===== src/rtl/song_sequencer.sv =====
// song_sequencer: fetches note/length entries from a registered song ROM and
// drives the tone generator note code, with articulation gaps, pause, stop
// and loop support. Every output comes straight from a flop.
module song_sequencer #(
  parameter int TICK_CYCLES = 12_500_000,
  parameter int GAP_CYCLES  = 1_000_000,
  parameter int ADDR_W      = 8
) (
  input  logic              clk,
  input  logic              reset,
  input  logic              start,
  input  logic              stop,
  input  logic              pause,
  input  logic              loop_en,
  output logic [ADDR_W-1:0] rom_addr,
  input  logic [7:0]        rom_data,
  output logic [4:0]        note,
  output logic              playing,
  output logic              done
);

  // Keep counters at least one bit wide so a count of 1 still elaborates.
  localparam int TW = (TICK_CYCLES > 1) ? $clog2(TICK_CYCLES) : 1;
  localparam int GW = (GAP_CYCLES > 1) ? $clog2(GAP_CYCLES) : 1;

  typedef enum logic [2:0] {IDLE, FETCH, LOAD, PLAY, GAP, DONE} state_t;

  state_t            state, state_n;
  logic [ADDR_W-1:0] rom_addr_n;
  logic [4:0]        note_n, cur_note, cur_note_n;
  logic              playing_n, done_n;
  logic [TW-1:0]     tick_cnt, tick_cnt_n;
  logic [GW-1:0]     gap_cnt, gap_cnt_n;
  logic [2:0]        beats_left, beats_left_n;

  // State, counters and registered outputs; reset silences immediately.
  always_ff @(posedge clk or posedge reset) begin
    if (reset) begin
      state      <= IDLE;
      rom_addr   <= '0;
      note       <= '0;
      cur_note   <= '0;
      playing    <= 1'b0;
      done       <= 1'b0;
      tick_cnt   <= '0;
      gap_cnt    <= '0;
      beats_left <= '0;
    end else begin
      state      <= state_n;
      rom_addr   <= rom_addr_n;
      note       <= note_n;
      cur_note   <= cur_note_n;
      playing    <= playing_n;
      done       <= done_n;
      tick_cnt   <= tick_cnt_n;
      gap_cnt    <= gap_cnt_n;
      beats_left <= beats_left_n;
    end
  end

  // Next-state and next-output logic; stop overrides everything else.
  always_comb begin
    state_n      = state;
    rom_addr_n   = rom_addr;
    note_n       = 5'd0;
    cur_note_n   = cur_note;
    tick_cnt_n   = tick_cnt;
    gap_cnt_n    = gap_cnt;
    beats_left_n = beats_left;

    case (state)
      IDLE, DONE: begin
        if (start) begin
          state_n    = FETCH;
          rom_addr_n = '0;
        end
      end
      FETCH: state_n = LOAD;
      LOAD: begin
        if (rom_data[7:5] == 3'd0) begin
          // End marker: loop_en only matters at this moment.
          if (loop_en) begin
            state_n    = FETCH;
            rom_addr_n = '0;
          end else begin
            state_n = DONE;
          end
        end else begin
          state_n      = PLAY;
          cur_note_n   = rom_data[4:0];
          note_n       = rom_data[4:0];
          beats_left_n = rom_data[7:5];
          tick_cnt_n   = '0;
        end
      end
      PLAY: begin
        // While paused everything holds and the speaker is silent.
        if (!pause) begin
          note_n = cur_note;
          if (tick_cnt == TW'(TICK_CYCLES - 1)) begin
            tick_cnt_n = '0;
            if (beats_left == 3'd1) begin
              state_n      = GAP;
              gap_cnt_n    = '0;
              note_n       = 5'd0;
              beats_left_n = 3'd0;
            end else begin
              beats_left_n = beats_left - 3'd1;
            end
          end else begin
            tick_cnt_n = tick_cnt + 1'b1;
          end
        end
      end
      GAP: begin
        if (!pause) begin
          if (gap_cnt == GW'(GAP_CYCLES - 1)) begin
            state_n    = FETCH;
            gap_cnt_n  = '0;
            rom_addr_n = rom_addr + 1'b1;  // wraps naturally at the top
          end else begin
            gap_cnt_n = gap_cnt + 1'b1;
          end
        end
      end
      default: state_n = IDLE;
    endcase

    if (stop) begin
      state_n    = IDLE;
      note_n     = 5'd0;
      rom_addr_n = '0;
    end

    playing_n = (state_n == FETCH) || (state_n == LOAD) ||
                (state_n == PLAY)  || (state_n == GAP);
    done_n    = (state_n == DONE);
  end

endmodule

===== config.mk =====
export PLATFORM = sky130hd
export DESIGN_NAME = song_sequencer
export DESIGN_NICKNAME = d
export VERILOG_FILES = /design/src/rtl/song_sequencer.sv
export SDC_FILE = /design/constraint.sdc
export NUM_CORES = 1
export LEC_CHECK = 0
export ABC_AREA = 1
export CAP_MARGIN = 20
export CORE_MARGIN = 3
export CORE_UTILIZATION = 55
export CTS_BUF_LIST = sky130_fd_sc_hd__clkbuf_2
export CTS_CLUSTER_SIZE = 14
export DETAILED_ROUTE_END_ITERATION = 12
export PLACE_DENSITY_LB_ADDON = 0.25
export SKIP_CTS_REPAIR_TIMING = 1
export SLEW_MARGIN = 20
export SYNTH_ARGS = -nofsm -noshare
export SYNTH_HDL_FRONTEND = slang
export SYNTH_SLANG_ARGS = --single-unit

===== constraint.sdc =====
create_clock -name clk -period 2.2 [get_ports clk]
set_input_delay 0.44 -clock clk [delete_from_list [all_inputs] [get_ports clk]]
set_output_delay 0.44 -clock clk [all_outputs]
set_load 0.02 [all_outputs]

==> impl_metrics.env, run 1 <==
export IMPL_post_route_cell_area_sq_um=4761
export IMPL_cpLargestDelayFamily="buffers and inverters"
export IMPL_clkTransAtPathRegs_ns=0.20
export IMPL_antenna_cells_inserted=0
export IMPL_criticalPathCategory="flop to output port"
export IMPL_critPathCaptureType="output port"
export IMPL_cell_internal_pwr_mw=1.971
export IMPL_syn_nets=587
export IMPL_synth_fa_ha_area_frac=0.01471
export IMPL_report_final_setup_viol=0
export IMPL_comb_power_share=0.226
export IMPL_fin_worst_skew_ns=0.02409
export IMPL_yosys_warn_count=0
export IMPL_worst_ep_arrival_time_ns=1.61
export IMPL_mappedNetlistArea_sq_um=4253
export IMPL_timing_final_crit_share=0.9321
export IMPL_hold_class="primary input to asynchronous set/reset pin"
export IMPL_placed_cell_area_sq_um=4657
export IMPL_critical_path_slowest_cell="sky130_fd_sc_hd__clkdlybuf4s50_1"
export IMPL_tritoncts="yes"
export IMPL_p_sw_mw=1.043
export IMPL_postSynthRegisterBits=70
export IMPL_cpPeakStageDelay_ns=0.64
export IMPL_numClockSinks=70
export IMPL_synth_edff_count=0
export IMPL_ir_worst_vdd_v=0.0004264
export IMPL_postSynthCellCount=568
export IMPL_buffers_inverters_on_critical_path=1
export IMPL_half_perimeter_wire_length_of_the_detailed_placement_result_microns=7104
export IMPL_fp_row_count=31
export IMPL_tightest_slew_ns=0.5000
export IMPL_post_synth_cell_area_avg_sq_um=7.487
export IMPL_fin_worst_hold_slack_ns=0.3468
export IMPL_detail_route_wirelength_microns=9553
export IMPL_fin_crit_ns=2.051
export IMPL_core_region_area_sq_um=7370
export IMPL_maxSlewHeadroom=0.6667
export IMPL_grt_first_pass_wirelength_microns=16540
export IMPL_grt_overall_usage=0.2317
export IMPL_crit_path_start_kind="flop"
export IMPL_leakage_nw=2.275
export IMPL_crit_path_cell_trace="clkdlybuf4s50_1"
export IMPL_critical_path_required_ns=1.76
export IMPL_num_vias=3924
export IMPL_report_final_hold_viol_count=0
export IMPL_grt_pass1_vias=3697
export IMPL_finalWeightedCongestion=0.9318
export IMPL_synth_simple_gate_area_frac=0.3710
export IMPL_num_io_pins=29
export IMPL_synth_main_ff_cell="sky130_fd_sc_hd__dfrtp_1"
export IMPL_multi_input_comb_area_sq_um=2130
export IMPL_crit_fanout=6
export IMPL_maximum_number_of_pins_on_one_net_before_global_route_repair=42
export IMPL_htree_levels=3
export IMPL_synth_compound_area_share=0.08414
export IMPL_layout_area_seq_sq_um=1752
export IMPL_numCtsBuffers=9
export IMPL_grt_overflow=0
export IMPL_drt_pass1_iterations=5
export IMPL_routed_wire_length_per_instance_microns=13.47
export IMPL_synth_cell_types=44
export IMPL_rsz0062_at_grt="no"
export IMPL_final_nets=625
export IMPL_total_power_mw=3.014
export IMPL_final_layout_size_suffix_gt1_frac=0.09836
export IMPL_route_detailed_drc=0
export IMPL_die_outline_width_microns=93.94
export IMPL_detail_route_iter0_violations=238
export IMPL_synthXorXnorAreaFrac=0.03089
export IMPL_run_status="finished, final reports clean"
export IMPL_finalMaxSlewViolations=0
export IMPL_max_cap_violations=0
export IMPL_clkLatencyLatePin_ns=0.51
export IMPL_pwr_share_seq=0.533
export IMPL_chipHeight_microns=93.94
export IMPL_buffer_ports_inserted=28
export IMPL_post_drt_antenna_nets=0
export IMPL_clockPowerShare=0.241
export IMPL_area_growth_syn_to_layout_pct=11.94
export IMPL_drt_vias_per_instance=5.535
export IMPL_clock_tree_root_cell="sky130_fd_sc_hd__clkbuf_2"
export IMPL_synth_yosys_seq_area_share=0.4119
export IMPL_largest_family_of_logic_cells_by_synthesized_area="simple AND/OR/NAND/NOR gates"
export IMPL_clock_fmax_mhz=487.6
export IMPL_synth_area_mux_share=0
export IMPL_clockBufferDepth=2
export IMPL_netSwitchingFraction=0.3459
export IMPL_share_of_synthesized_registers_carrying_an_async_set_or_reset=1.000
export IMPL_start_util=0.5771
export IMPL_setup_tns_ns=0
export IMPL_num_fill_cells=662
export IMPL_power_density_nw_per_um2=633.0
export IMPL_grt_antenna_before_repair=0
export IMPL_die_area_sq_um=8824
per-layer routing:
layer,vias to the layer above,wire (microns),global-route usage
met5,-,0,0
met4,0,188,0.08303
met3,21,421,0.03446
met2,115,4541,0.3661
met1,1844,4401,0.3237
li1,1944,-,-
final timing paths:
check	from	to	slack [ns]	cells after the start
max	rom_addr[4]$_DFFE_PP0P_	rom_addr[4]	0.15	1
min reg2reg	cur_note[2]$_DFFE_PP0P_	cur_note[2]$_DFFE_PP0P_	0.54	2
min	reset	note[2]$_DFF_PP0_	0.35	3
max in group asynchronous	reset	gap_cnt[9]$_DFFE_PP0P_	1.43	3
min in group clk	rom_data[2]	cur_note[2]$_DFFE_PP0P_	0.47	3
max reg2reg	tick_cnt[1]$_DFFE_PP0P_	gap_cnt[9]$_DFFE_PP0P_	0.22	10
power groups by stage:
| stage | Sequential, mW | Clock [mW] | Combinational [mW] |
|---|---|---|---|
| after floorplan | 1.60 | 0 | 0.489 |
| after global placement | 1.62 | 0 | 0.653 |
| after detailed placement | 1.63 | 0 | 0.678 |
| after CTS | 1.60 | 0.742 | 0.684 |
| after global routing | 1.63 | 0.797 | 0.769 |
| final | 1.61 | 0.726 | 0.682 |
state kept, by name, indices dropped and copies added (netlist names):
signal / flops
gap_cnt: 20
rom_addr: 8
note: 5
done: 1
playing: 1
cur_note: 5
beats_left: 3
state: 3
tick_cnt: 24
cell usage after synthesis, types with 2 or more instances:
cell type	n	area, sq um
sky130_fd_sc_hd__a21oi_1	21	105.1
sky130_fd_sc_hd__inv_2	7	26.28
sky130_fd_sc_hd__nand2_4	3	33.78
sky130_fd_sc_hd__ha_1	5	62.56
sky130_fd_sc_hd__nor3_1	17	85.08
sky130_fd_sc_hd__inv_1	64	240.2
sky130_fd_sc_hd__xnor2_1	3	26.28
sky130_fd_sc_hd__nor3b_1	2	15.01
sky130_fd_sc_hd__nand4_1	36	225.2
sky130_fd_sc_hd__nand3_2	2	20.02
sky130_fd_sc_hd__o21ai_0	24	120.1
sky130_fd_sc_hd__nor2_4	2	22.52
sky130_fd_sc_hd__nor2_8	2	40.04
sky130_fd_sc_hd__nand3_1	49	245.2
sky130_fd_sc_hd__nand2_1	132	495.5
sky130_fd_sc_hd__dfrtp_1	70	1752
sky130_fd_sc_hd__xor2_1	12	105.1
sky130_fd_sc_hd__a211oi_1	2	15.01
sky130_fd_sc_hd__nand3b_1	2	15.01
sky130_fd_sc_hd__buf_6	5	56.30
sky130_fd_sc_hd__nand2_2	5	31.28
sky130_fd_sc_hd__nor2_2	4	25.02
sky130_fd_sc_hd__nor2_1	68	255.2
sky130_fd_sc_hd__o21ai_1	7	35.03
sky130_fd_sc_hd__o21ai_2	2	17.52
sky130_fd_sc_hd__buf_4	4	30.03
logic make-up (layout without fill, tap and decap cells):
logic type               count (synthesis)  in the layout
AND/OR/NAND/NOR                        330            330
buffers and inverters                   84            126
flip-flops                              70             70
AO/OA/AOI/OAI                           64             64
XOR/XNOR                                15             15
adder cells (fa/ha/maj)                  5              5
per-stage QoR:
step                instances  setup WS [ns]    util
floorplan                 568         0.5202       -
global placement          694         0.1369  0.6319
detailed placement        694        0.07999  0.6319
CTS                       709         0.1131  0.6460
global route              709        0.03842  0.6460
finish                    709         0.1493  0.6460
cells in the final DEF, fill, tap and decap left out, drive strengths merged:
cell type / netlist / layout
nor3: 19 / 19
o21ai: 33 / 33
a211oi: 2 / 2
nor4: 1 / 1
a21oi: 21 / 21
nand3: 52 / 52
buf: 11 / 11
xor2: 12 / 12
ha: 5 / 5
dfrtp: 70 / 70
o22ai: 1 / 1
nor2: 76 / 76
xnor2: 3 / 3
a22oi: 2 / 2
bufinv: 0 / 1
nand4: 37 / 37
inv: 72 / 71
clkdlybuf4s50: 0 / 28
nand3b: 2 / 2
clkinvlp: 0 / 1
o21a: 1 / 1
nand2: 140 / 140
nor2b: 1 / 1
o211a: 1 / 1
nor3b: 2 / 2
a31oi: 1 / 1
clkinv: 0 / 3
o21bai: 1 / 1
clkbuf: 1 / 11
o211ai: 1 / 1
final cells by class:
cell class                 instances  area share
clock inverter                     4     0.01025
timing repair buffer              39     0.07884
clock buffer                      11     0.01156
inverter                          72     0.05808
tap                               99     0.02602
sequential                        70      0.3679
multi-input combinational        414      0.4473
Power figures use the tool's default switching activity.
==> run 2, diff against run 1 <==
--- a/config.mk
+++ b/config.mk
@@ -6,8 +6,9 @@
 export NUM_CORES = 1
 export LEC_CHECK = 0
 export ABC_AREA = 1
+export ABC_CLOCK_PERIOD_IN_PS = 2200
 export CAP_MARGIN = 20
-export CORE_MARGIN = 3
+export CORE_MARGIN = 5
 export CORE_UTILIZATION = 55
 export CTS_BUF_LIST = sky130_fd_sc_hd__clkbuf_2
 export CTS_CLUSTER_SIZE = 14
==> impl_metrics.env, run 2 (synthesis results as in run 1) <==
export IMPL_buffer_ports_inserted=28
export IMPL_crit_path_start_kind="flop"
export IMPL_power_density_nw_per_um2=657.4
export IMPL_final_layout_size_suffix_gt1_frac=0.09836
export IMPL_largest_register_ffs=24
export IMPL_chipHeight_microns=97.94
export IMPL_finalMaxSlewViolations=0
export IMPL_die_area_sq_um=9591
export IMPL_timing_final_crit_share=0.9483
export IMPL_tightest_slew_ns=0.4792
export IMPL_crit_fanout=5
export IMPL_crit_path_cell_trace="clkdlybuf4s50_1"
export IMPL_max_cap_violations=0
export IMPL_tritoncts="yes"
export IMPL_drt_pass1_iterations=5
export IMPL_die_outline_width_microns=97.94
export IMPL_maxSlewHeadroom=0.6802
export IMPL_layout_commonest_cell="sky130_fd_sc_hd__nand2_1"
export IMPL_fin_crit_ns=2.086
export IMPL_placed_cell_area_sq_um=4666
export IMPL_detail_route_iter0_violations=209
export IMPL_grt_antenna_before_repair=0
export IMPL_fin_worst_skew_ns=0.03757
export IMPL_grt_overflow=0
export IMPL_num_vias=3873
export IMPL_finalWeightedCongestion=0.8913
export IMPL_post_route_cell_area_sq_um=4803
export IMPL_layout_area_seq_sq_um=1753
export IMPL_setup_tns_ns=0
export IMPL_leakage_nw=2.273
export IMPL_half_perimeter_wire_length_of_the_detailed_placement_result_microns=7168
export IMPL_num_fill_cells=692
export IMPL_worst_ep_arrival_time_ns=1.65
export IMPL_detail_route_wirelength_microns=9762
export IMPL_start_util=0.5561
export IMPL_largest_register="tick_cnt"
export IMPL_buffers_inverters_on_critical_path=1
export IMPL_clkLatencyLatePin_ns=0.52
export IMPL_critPathCaptureType="output port"
export IMPL_multi_input_comb_area_sq_um=2130
export IMPL_largestRegisters="tick_cnt (24), gap_cnt (20), rom_addr (8)"
export IMPL_cpPeakStageDelay_ns=0.64
export IMPL_report_final_setup_viol=0
export IMPL_numClockSinks=70
export IMPL_clock_fmax_mhz=479.3
export IMPL_criticalPathCategory="flop to output port"
export IMPL_fin_worst_hold_slack_ns=0.3351
export IMPL_clkTransAtPathRegs_ns=0.23
export IMPL_core_region_area_sq_um=7647
export IMPL_grt_pass1_vias=3626
export IMPL_area_growth_syn_to_layout_pct=12.95
export IMPL_num_io_pins=29
export IMPL_run_status="finished, final reports clean"
export IMPL_numCtsBuffers=9
export IMPL_final_core_area_utilization=0.6281
export IMPL_clockBufferDepth=2
export IMPL_rsz0062_at_grt="no"
export IMPL_route_detailed_drc=0
export IMPL_clock_tree_root_cell="sky130_fd_sc_hd__clkbuf_2"
export IMPL_post_drt_antenna_nets=0
export IMPL_final_nets=624
export IMPL_maximum_number_of_pins_on_one_net_before_global_route_repair=71
export IMPL_hold_class="primary input to asynchronous set/reset pin"
export IMPL_antenna_cells_inserted=0
export IMPL_report_final_hold_viol_count=0
export IMPL_critical_path_required_ns=1.76
export IMPL_critical_path_slowest_cell="sky130_fd_sc_hd__clkdlybuf4s50_1"
export IMPL_grt_first_pass_wirelength_microns=16760
export IMPL_cpLargestDelayFamily="buffers and inverters"
export IMPL_layout_common_cells="sky130_fd_sc_hd__nand2_1, sky130_fd_sc_hd__dfrtp_1, sky130_fd_sc_hd__nor2_1, sky130_fd_sc_hd__inv_1, sky130_fd_sc_hd__nand3_1"
export IMPL_htree_levels=3
export IMPL_routed_wire_length_per_instance_microns=13.71
export IMPL_drt_vias_per_instance=5.440
export IMPL_fp_row_count=32
export IMPL_ir_worst_vdd_v=0.0003681
export IMPL_setup_reg_to_reg_worst_slack_ns=0.16
export IMPL_grt_overall_usage=0.2088
-- run 2: changes by cell type in the layout (fill, tap and decap cells not counted), sizes merged --
cell | before | now
bufinv | 1 | 2
clkbuf | 11 | 10
clkinv | 3 | 1
buf | 11 | 10
clkinvlp | 1 | 4
-- run 2: metrics by stage --
step	power, mW	worst slack (ns)	cells
after CTS	3.175	0.05806	712
after global routing	3.361	0.01919	712
final	3.158	0.1137	712
after detailed placement	2.305	0.09246	696
after global placement	2.278	0.1400	696
after floorplan	2.087	0.5202	568
-- run 2: path summary, 6_finish.rpt --
| check | start | endpoint | depth (start not counted) |
|---|---|---|---|
| min reg2reg | tick_cnt[6]$_DFFE_PP0P_ | tick_cnt[6]$_DFFE_PP0P_ | 1 |
| min | reset | note[4]$_DFF_PP0_ | 3 |
| max in group asynchronous | reset | tick_cnt[2]$_DFFE_PP0P_ | 3 |
| max | rom_addr[5]$_DFFE_PP0P_ | rom_addr[5] | 1 |
| min in group clk | rom_data[1] | cur_note[1]$_DFFE_PP0P_ | 3 |
| max reg2reg | gap_cnt[0]$_DFFE_PP0P_ | rom_addr[6]$_DFFE_PP0P_ | 9 |
-- run 2: power breakdown --
group / switching [mW] / internal [mW]
clock: 0.504 / 0.375
sequential: 0.155 / 1.45
combinational: 0.415 / 0.257
total: 1.07 / 2.08
-- run 2: cell type report --
type,count,area share
sequential,70,0.3649
multi-input combinational,414,0.4433
inverter,72,0.05757
timing repair buffer,38,0.07919
clock buffer,10,0.01042
clock inverter,6,0.01797
tap,102,0.02657
-- run 2: layer usage --
| metal | track usage | routed length [microns] | vias to the layer above |
|---|---|---|---|
| met3 | 0.03643 | 399 | 14 |
| met4 | 0.06709 | 136 | 0 |
| met2 | 0.3251 | 4630 | 90 |
| met5 | 0 | 0 | - |
| met1 | 0.2968 | 4595 | 1830 |
| li1 | - | - | 1939 |
==> run 3, diff against run 2 <==
--- a/config.mk
+++ b/config.mk
@@ -6,10 +6,10 @@
 export NUM_CORES = 1
 export LEC_CHECK = 0
 export ABC_AREA = 1
-export ABC_CLOCK_PERIOD_IN_PS = 2200
+export ABC_CLOCK_PERIOD_IN_PS = 2100
 export CAP_MARGIN = 20
 export CORE_MARGIN = 5
-export CORE_UTILIZATION = 55
+export CORE_UTILIZATION = 61
 export CTS_BUF_LIST = sky130_fd_sc_hd__clkbuf_2
 export CTS_CLUSTER_SIZE = 14
 export DETAILED_ROUTE_END_ITERATION = 12
==> constraint.sdc (replaced) <==
create_clock -name clk -period 2.1 [get_ports clk]
set_input_delay 0.42 -clock clk [delete_from_list [all_inputs] [get_ports clk]]
set_output_delay 0.42 -clock clk [all_outputs]
set_load 0.02 [all_outputs]
==> impl_metrics.env, run 3 (synthesis results as in run 1) <==
export IMPL_route_detailed_drc=0
export IMPL_clock_fmax_mhz=500.6
export IMPL_ir_worst_vdd_v=0.0005445
export IMPL_finalMaxSlewViolations=0
export IMPL_detail_route_wirelength_microns=9720
export IMPL_layout_common_cells="sky130_fd_sc_hd__nand2_1, sky130_fd_sc_hd__dfrtp_1, sky130_fd_sc_hd__nor2_1, sky130_fd_sc_hd__inv_1, sky130_fd_sc_hd__nand3_1"
export IMPL_tritoncts="yes"
export IMPL_finalWeightedCongestion=0.9657
export IMPL_critPathCaptureType="output port"
export IMPL_reg2regPathDepth=10
export IMPL_crit_path_start_kind="flop"
export IMPL_gr_layer_usage_met2=0.3985
export IMPL_critical_path_reg2reg_endpoint="gap_cnt[2]$_DFFE_PP0P_"
export IMPL_fin_crit_ns=1.998
export IMPL_global_route_usage_met3=0.04747
export IMPL_core_region_area_sq_um=6794
export IMPL_timing_final_crit_share=0.9512
export IMPL_critical_path_slowest_cell="sky130_fd_sc_hd__clkdlybuf4s50_1"
export IMPL_half_perimeter_wire_length_of_the_detailed_placement_result_microns=7305
export IMPL_clock_tree_root_cell="sky130_fd_sc_hd__clkbuf_2"
export IMPL_final_nets=632
export IMPL_numCtsBuffers=9
export IMPL_groute_layer_met1_usage=0.3004
export IMPL_drt_vias_per_instance=5.511
export IMPL_reg2reg_from="tick_cnt[0]$_DFFE_PP0P_"
export IMPL_final_layout_size_suffix_gt1_frac=0.1086
export IMPL_power_density_nw_per_um2=654.9
export IMPL_report_final_setup_viol=0
export IMPL_maxSlewHeadroom=0.6589
export IMPL_buffers_inverters_on_critical_path=1
export IMPL_grt_overall_usage=0.2356
export IMPL_fp_row_count=30
export IMPL_grt_first_pass_wirelength_microns=16580
export IMPL_report_final_hold_viol_count=0
export IMPL_clkTransAtPathRegs_ns=0.21
export IMPL_crit_fanout=4
export IMPL_cpPeakStageDelay_ns=0.62
export IMPL_start_util=0.6260
export IMPL_setup_reg_to_reg_worst_slack_ns=0.19
export IMPL_area_growth_syn_to_layout_pct=14.18
export IMPL_critical_path_required_ns=1.68
export IMPL_grt_busiest_layer="met2"
export IMPL_routed_wire_length_per_instance_microns=13.63
export IMPL_num_io_pins=29
export IMPL_post_route_cell_area_sq_um=4856
export IMPL_largest_register="tick_cnt"
export IMPL_max_cap_violations=0
export IMPL_post_drt_antenna_nets=0
export IMPL_fin_worst_skew_ns=0.02280
export IMPL_chipHeight_microns=93.50
export IMPL_criticalPathCategory="flop to output port"
export IMPL_leakage_nw=2.445
export IMPL_num_vias=3929
export IMPL_maximum_number_of_pins_on_one_net_before_global_route_repair=26
export IMPL_largest_register_ffs=24
export IMPL_layout_commonest_cell="sky130_fd_sc_hd__nand2_1"
export IMPL_worst_ep_arrival_time_ns=1.58
export IMPL_grt_antenna_before_repair=0
export IMPL_numClockSinks=70
export IMPL_detail_route_iter0_violations=196
export IMPL_drt_pass1_iterations=5
export IMPL_clockBufferDepth=2
export IMPL_run_status="finished, final reports clean"
export IMPL_largestRegisters="tick_cnt (24), gap_cnt (20), rom_addr (8)"
export IMPL_buffer_ports_inserted=28
export IMPL_hold_class="primary input to asynchronous set/reset pin"
export IMPL_tightest_slew_ns=0.5106
export IMPL_htree_levels=3
export IMPL_cpLargestDelayFamily="buffers and inverters"
export IMPL_clkLatencyLatePin_ns=0.51
export IMPL_die_outline_width_microns=93.50
export IMPL_antenna_cells_inserted=0
export IMPL_grt_overflow=0
export IMPL_die_area_sq_um=8741
export IMPL_grt_pass1_vias=3707
export IMPL_total_power_mw=3.180
export IMPL_placed_cell_area_sq_um=4723
export IMPL_crit_path_cell_trace="clkdlybuf4s50_1"
run 3: cell count changes in the layout (fill, tap and decap cells not counted):
cell                              change
sky130_fd_sc_hd__buf_4                +7
sky130_fd_sc_hd__clkdlybuf4s50_1      -7
sky130_fd_sc_hd__dlymetal6s2s_1       +7
sky130_fd_sc_hd__clkinv_2             +2
sky130_fd_sc_hd__clkinvlp_4           -2
sky130_fd_sc_hd__buf_12               +1
sky130_fd_sc_hd__bufinv_16            -1
sky130_fd_sc_hd__nand2_2              -1
sky130_fd_sc_hd__nand2_4              +1
run 3: worst max path at each step:
stage | slack, ns | endpoint | cells past startpoint | start
global route | -0.006 | gap_cnt[2]$_DFFE_PP0P_ | 10 | tick_cnt[0]$_DFFE_PP0P_
finish | 0.10 | rom_addr[1] | 1 | rom_addr[1]$_DFFE_PP0P_
global placement | 0.06 | tick_cnt[16]$_DFFE_PP0P_ | 12 | rom_data[5]
detailed placement | -0.02 | tick_cnt[16]$_DFFE_PP0P_ | 12 | rom_data[6]
CTS | -0.02 | rom_addr[4] | 1 | rom_addr[4]$_DFFE_PP0P_
floorplan | 0.42 | rom_addr[4]$_DFFE_PP0P_ | 9 | gap_cnt[0]$_DFFE_PP0P_
run 3: routing by layer:
metal | up-vias | routed length [microns]
met2 | 112 | 4881
met4 | 0 | 105
met1 | 1845 | 4227
met3 | 12 | 506
li1 | 1960 | -
met5 | - | 0
run 3: per-stage QoR:
step	utilization	instances	hold slack (ns)	TNS (ns)	setup slack, ns
after floorplan	-	568	0.4550	0	0.4202
after global placement	0.6952	697	0.4875	0	0.05676
after detailed placement	0.6952	697	0.4991	-0.02101	-0.02101
after CTS	0.7101	712	0.2408	-0.01544	-0.01544
after global routing	0.7147	713	0.2570	-0.005619	-0.005619
final	0.7147	713	0.2535	0	0.1024
run 3: report_power, final:
part           leakage, nW  switching [mW]  internal [mW]
sequential           0.937           0.161           1.52
combinational         1.44           0.452          0.298
clock               0.0652           0.485          0.266
run 3: area by class of cell:
class	instances	area (sq um)
multi-input cells	414	2135
fillers	537	1938
flip-flops and latches	70	1753
repair buffers	46	470.5
inverters	72	276.5
well taps	96	120.1
clock inverters	5	51.30
clock buffers	10	50.05
